===== config.mk =====
export PLATFORM = sky130hd
export DESIGN_NAME = load_store_unit
export DESIGN_NICKNAME = d
export VERILOG_FILES = /design/src/rtl/load_store_unit.sv
export SDC_FILE = /design/constraint.sdc
export NUM_CORES = 1
export LEC_CHECK = 0
export BUFFER_PORTS_ARGS = -buffer_cell sky130_fd_sc_hd__buf_2
export CAP_MARGIN = 0
export CORE_UTILIZATION = 35
export DETAILED_ROUTE_END_ITERATION = 12
export GPL_ROUTABILITY_DRIVEN = 1
export HOLD_SLACK_MARGIN = 0.06
export PLACE_DENSITY_LB_ADDON = 0.05
export SETUP_SLACK_MARGIN = 0.1
export SYNTH_ARGS = -nofsm -noshare
export SYNTH_HDL_FRONTEND = slang
export SYNTH_SLANG_ARGS = --single-unit
export TNS_END_PERCENT = 50

===== constraint.sdc =====
create_clock -name clk -period 4 [get_ports clk]
set_input_delay 0.4 -clock clk [delete_from_list [all_inputs] [get_ports clk]]
set_output_delay 0.4 -clock clk [all_outputs]
set_load 0.02 [all_outputs]

===== src/rtl/load_store_unit.sv =====
// MEM-stage load/store controller: word accesses pass through, sub-word stores use a
// two-cycle read-modify-write, loads are lane-extracted and extended, illegal accesses flagged.
module load_store_unit #(
  parameter int unsigned MEM_SIZE_BYTES = 1024
) (
  input  logic        clk,
  input  logic        reset,
  input  logic        req_valid,
  input  logic        req_read,
  input  logic        req_write,
  input  logic [1:0]  req_size,
  input  logic        req_signed,
  input  logic [31:0] req_addr,
  input  logic [31:0] req_wdata,
  output logic        stall,
  output logic        resp_valid,
  output logic [31:0] resp_rdata,
  output logic        err,
  output logic        Mem_read,
  output logic        Mem_write,
  output logic [31:0] Mem_address,
  output logic [31:0] Write_data,
  input  logic [31:0] Read_Data
);

  typedef enum logic {IDLE, RMW_WR} state_t;

  state_t      state, state_next;
  logic        illegal, accept, acc_ok, is_access;
  logic        do_load, do_wstore, do_sub, do_err;
  logic [31:0] word_addr, load_data, merged;
  logic [31:0] rmw_addr_p1, rmw_data_p1;

  function automatic logic [31:0] extend_load(input logic [31:0] word, input logic [1:0] lane,
                                              input logic [1:0] size, input logic sgn);
    logic [7:0]  b;
    logic [15:0] h;
    b = word[{lane, 3'b000} +: 8];
    h = lane[1] ? word[31:16] : word[15:0];
    case (size)
      2'b00:   return {{24{sgn & b[7]}}, b};
      2'b01:   return {{16{sgn & h[15]}}, h};
      default: return word;
    endcase
  endfunction

  function automatic logic [31:0] merge_lane(input logic [31:0] word, input logic [1:0] lane,
                                             input logic [1:0] size, input logic [31:0] wdata);
    logic [31:0] m;
    m = word;
    if (size == 2'b00)
      m[{lane, 3'b000} +: 8] = wdata[7:0];
    else if (lane[1])
      m[31:16] = wdata[15:0];
    else
      m[15:0] = wdata[15:0];
    return m;
  endfunction

  always_comb begin
    illegal = 1'b0;
    if (req_read && req_write)                       illegal = 1'b1;
    if (req_size == 2'b11)                           illegal = 1'b1;
    if (req_size == 2'b01 && req_addr[0])            illegal = 1'b1;
    if (req_size == 2'b10 && req_addr[1:0] != 2'b00) illegal = 1'b1;
    if (req_addr >= 32'(MEM_SIZE_BYTES))             illegal = 1'b1;
  end

  // Gating with reset makes the memory strobes drop the instant reset asserts.
  assign accept    = reset && (state == IDLE) && req_valid;
  assign is_access = accept && (req_read || req_write);
  assign acc_ok    = is_access && !illegal;
  assign do_err    = is_access && illegal;
  assign do_load   = acc_ok && req_read;
  assign do_wstore = acc_ok && req_write && (req_size == 2'b10);
  assign do_sub    = acc_ok && req_write && (req_size != 2'b10);

  assign word_addr = {req_addr[31:2], 2'b00};
  assign load_data = extend_load(Read_Data, req_addr[1:0], req_size, req_signed);
  assign merged    = merge_lane(Read_Data, req_addr[1:0], req_size, req_wdata);
  assign stall     = (state == RMW_WR);

  always_ff @(posedge clk or negedge reset) begin
    if (!reset) state <= IDLE;
    else        state <= state_next;
  end

  always_comb begin
    state_next = state;
    case (state)
      IDLE:    if (do_sub) state_next = RMW_WR;
      RMW_WR:  state_next = IDLE;
      default: state_next = IDLE;
    endcase
  end

  always_comb begin
    Mem_read    = 1'b0;
    Mem_write   = 1'b0;
    Mem_address = 32'h0;
    Write_data  = 32'h0;
    if (state == RMW_WR && reset) begin
      Mem_write   = 1'b1;
      Mem_address = rmw_addr_p1;
      Write_data  = rmw_data_p1;
    end else if (do_load || do_sub) begin
      Mem_read    = 1'b1;
      Mem_address = word_addr;
    end else if (do_wstore) begin
      Mem_write   = 1'b1;
      Mem_address = word_addr;
      Write_data  = req_wdata;
    end
  end

  // Stage p1: response registers and RMW latches
  always_ff @(posedge clk or negedge reset) begin
    if (!reset) begin
      resp_valid <= 1'b0;
      resp_rdata <= 32'h0;
      err        <= 1'b0;
    end else begin
      resp_valid <= do_load;
      err        <= do_err;
      if (do_load) resp_rdata <= load_data;
    end
  end

  always_ff @(posedge clk) begin
    if (do_sub) begin
      rmw_addr_p1 <= word_addr;
      rmw_data_p1 <= merged;
    end
  end

endmodule

==> impl_metrics.env <==
export IMPL_hold_viol=0
export IMPL_wl_per_cell_um=19.1
export IMPL_worst_pin_slew_ns=0.858
export IMPL_vias_per_cell=5.47
export IMPL_hold_path_class="input port to asynchronous set/reset pin"
export IMPL_cts_root_buf="clkbuf_16"
export IMPL_start_util_pct=36.3
export IMPL_synthArstFlopShare_pct=36.1
export IMPL_synth_cell_types=43
export IMPL_grt_max_degree=61
export IMPL_routed_wl_um=15500
export IMPL_cts_setup_buffers=0
export IMPL_worstSetupPathType="input port to output pin"
export IMPL_regToRegSetupSlack_ns=1.52
export IMPL_die_w_um=120
export IMPL_use_met2_pct=30.0
export IMPL_rows=42
export IMPL_cts_sinks=97
export IMPL_drt_pass1_iter_count=7
export IMPL_crit_fanout=32
export IMPL_rr_worst_depth=6
export IMPL_use_met1_pct=30.9
export IMPL_area_delta_synth_final_pct=28.4
export IMPL_die_h_um=120
export IMPL_syn_instance_count=445
export IMPL_synth_top_area_share_pct=38.1
export IMPL_netlist_area_mm2=0.00489
export IMPL_min_period_over_period_pct=77.8
export IMPL_ys_seq_elements=97
export IMPL_dp_cells=795
export IMPL_overflow=0
export IMPL_synth_edff_count=62
export IMPL_die_area_mm2=0.0144
export IMPL_grt_use_met3_pct=3.52
export IMPL_cts_resized_gates=0
export IMPL_max_cap_viol_count=0
export IMPL_ios=205
export IMPL_setup_tns_ns=0
export IMPL_fill_cells=1342
export IMPL_synth_top_area_cell="edfxtp_1"
export IMPL_relSlewSlack_pct=42.6
export IMPL_worst_r2r_endpoint="rmw_data_p1[6]"
export IMPL_drcViolationCount=0
export IMPL_cts_buffers=9
export IMPL_drive_gt1_share_pct=37.0
export IMPL_cts_path_max_buffers=2
export IMPL_required_ns=3.60
export IMPL_htreeDepth=3
export IMPL_dp_hpwl_um=11400
export IMPL_cp_start_kind="input port"
export IMPL_slew_viol_final=0
export IMPL_seq_area_frac_synth_pct=56.0
export IMPL_finalNetCount=738
export IMPL_worstSetupEndpointType="output pin"
export IMPL_fmax_mhz=321
export IMPL_worstPathArrival_ns=2.71
export IMPL_placed_area_mm2=0.00598
export IMPL_drtAntennaViolNets=0
export IMPL_irDropWorstVdd_mv=0.184
export IMPL_syn_avg_cell_area_um2=11.0
export IMPL_io_buffers=202
export IMPL_grt_pass1_vias=4059
export IMPL_finClkSkew_ns=0.00870
export IMPL_outcome="complete, no violations"
export IMPL_period_needed_ns=3.11
export IMPL_postLayoutCellArea_mm2=0.00628
export IMPL_drt_iter0_drc=446
export IMPL_rr_startpoint="stall"
export IMPL_cts_tree="built"
export IMPL_instances_no_fill=812
export IMPL_synth_area_top_cells="edfxtp_1, dfrtp_1, a22o_1"
export IMPL_vias=4439
export IMPL_insertion_delay_ns=0.35
export IMPL_track_usage_pct=21.1
export IMPL_grt_first_pass_wirelength_um=22800
export IMPL_holdWs_ns=0.234
export IMPL_core_mm2=0.0135
export IMPL_antenna_found_initial=1
export IMPL_rsz0062_at_grt="false"
export IMPL_gp_congestion=0.840
export IMPL_synth_main_ff_cell="edfxtp_1"
export IMPL_final_seq_area_mm2=0.00274
export IMPL_top_usage_layer="met1"
export IMPL_total_power_w=0.00217
export IMPL_yosys_warnings=0
export IMPL_cts_hold_buf=0
export IMPL_powerDensity_mw_per_mm2=346
export IMPL_clk_pin_slew_ns=0.07
export IMPL_setup_viol=0
export IMPL_multi_input_area_mm2=0.00186
export IMPL_leakage_nw=3.06
-- metrics by stage --
step | utilization (%) | setup slack (ns)
2_1_floorplan | - | 0.268
3_3_place_gp | 44.4 | 1.00
3_5_place_dp | 44.4 | 0.894
4_1_cts | 46.6 | 0.855
5_1_grt | 46.7 | 0.671
6_report | 46.7 | 0.889
-- state kept, by name (all words and copies together) (netlist names) --
| name | count |
|---|---|
| rmw_data_p1 | 32 |
| resp_valid | 1 |
| err | 1 |
| resp_rdata | 32 |
| stall | 1 |
| rmw_addr_p1 | 30 |
-- cell type report --
| type | instances | share of cell area [%] |
|---|---|---|
| Antenna cell | 1 | 0.0399 |
| Clock buffer | 11 | 4.21 |
| Clock inverter | 5 | 0.538 |
| Inverter | 22 | 1.32 |
| Multi-Input combinational cell | 290 | 29.7 |
| Sequential cell | 97 | 43.6 |
| Tap cell | 176 | 3.51 |
| Timing Repair Buffer | 210 | 17.1 |
-- worst max path at each step --
stage | startpoint | cells past startpoint | to
2_1_floorplan | req_addr[1] | 8 | Mem_read
3_3_place_gp | req_addr[1] | 11 | Write_data[8]
3_5_place_dp | req_addr[1] | 11 | Write_data[5]
4_1_cts | stall | 8 | Write_data[5]
5_1_grt | stall | 8 | Write_data[11]
6_report | req_addr[1] | 11 | Write_data[5]
-- where the power goes --
part           total, W  switching (W)  internal (W)  leakage [nW]
combinational  0.000236       0.000148     0.0000882          1.87
clock          0.000864       0.000385      0.000479         0.148
sequential      0.00107    0.000000106       0.00107          1.05
total           0.00217       0.000533       0.00164          3.06
-- placed cells by master, fill, tap and decap left out, types with 2 or more instances in the layout --
cell type | Yosys | final
edfxtp_1 | 62 | 62
nand3_1 | 2 | 2
mux2_2 | 2 | 2
clkbuf_16 | 0 | 10
a21o_1 | 2 | 2
buf_4 | 3 | 8
nand4_1 | 2 | 2
and3_1 | 26 | 25
o2111ai_1 | 2 | 2
a22o_1 | 56 | 56
inv_4 | 0 | 2
nor3_1 | 9 | 9
a222oi_1 | 16 | 16
nor2_1 | 15 | 15
nor2b_1 | 2 | 2
a31oi_1 | 7 | 7
o21ai_0 | 2 | 2
buf_2 | 4 | 202
a221oi_1 | 5 | 5
dfrtp_1 | 35 | 35
nor4_1 | 4 | 4
nand2b_1 | 3 | 3
nand2_1 | 51 | 51
o21ai_1 | 30 | 30
conb_1 | 1 | 2
ha_1 | 4 | 4
inv_1 | 22 | 22
o22ai_1 | 12 | 12
a21oi_1 | 23 | 23
-- cell usage after synthesis (all sizes together), types with 3 or more instances --
| master | number |
|---|---|
| a31oi | 7 |
| nor4 | 6 |
| o21ai | 33 |
| dfrtp | 35 |
| clkbuf | 20 |
| nor2 | 15 |
| a221oi | 5 |
| a21oi | 23 |
| ha | 4 |
| buf | 17 |
| a22o | 56 |
| nor3 | 9 |
| edfxtp | 62 |
| a222oi | 16 |
| nand2 | 52 |
| inv | 22 |
| nand2b | 3 |
| and3 | 26 |
| o22ai | 12 |
-- worst max-delay path, cell delays in order --
cell     delay, ns
buf_2         0.22
inv_1         0.22
ha_1          0.25
nor2b_1       0.06
o22a_1        0.24
nor4_4        0.26
buf_4         0.23
and3_1        0.16
buf_4         0.30
a22o_1        0.19
buf_2         0.16
-- cells by family after synthesis --
logic type	count (synthesis)	share of synthesized area (%)
AO/OA/AOI/OAI	160	23.8
adder cells (fa/ha/maj)	4	1.02
buffers and inverters	59	5.94
flip-flops	97	56.0
multiplexers	2	0.461
other	1	0.0767
AND/OR/NAND/NOR	122	12.6
-- layer usage --
metal / routed length (um) / up-vias / share of wire [%]
met5: 0 / - / 0
met3: 1090 / 32 / 7.0
li1: - / 2086 / -
met1: 7320 / 2113 / 47
met4: 479 / 0 / 3.1
met2: 6590 / 208 / 43
Power figures use the tool's default switching activity.
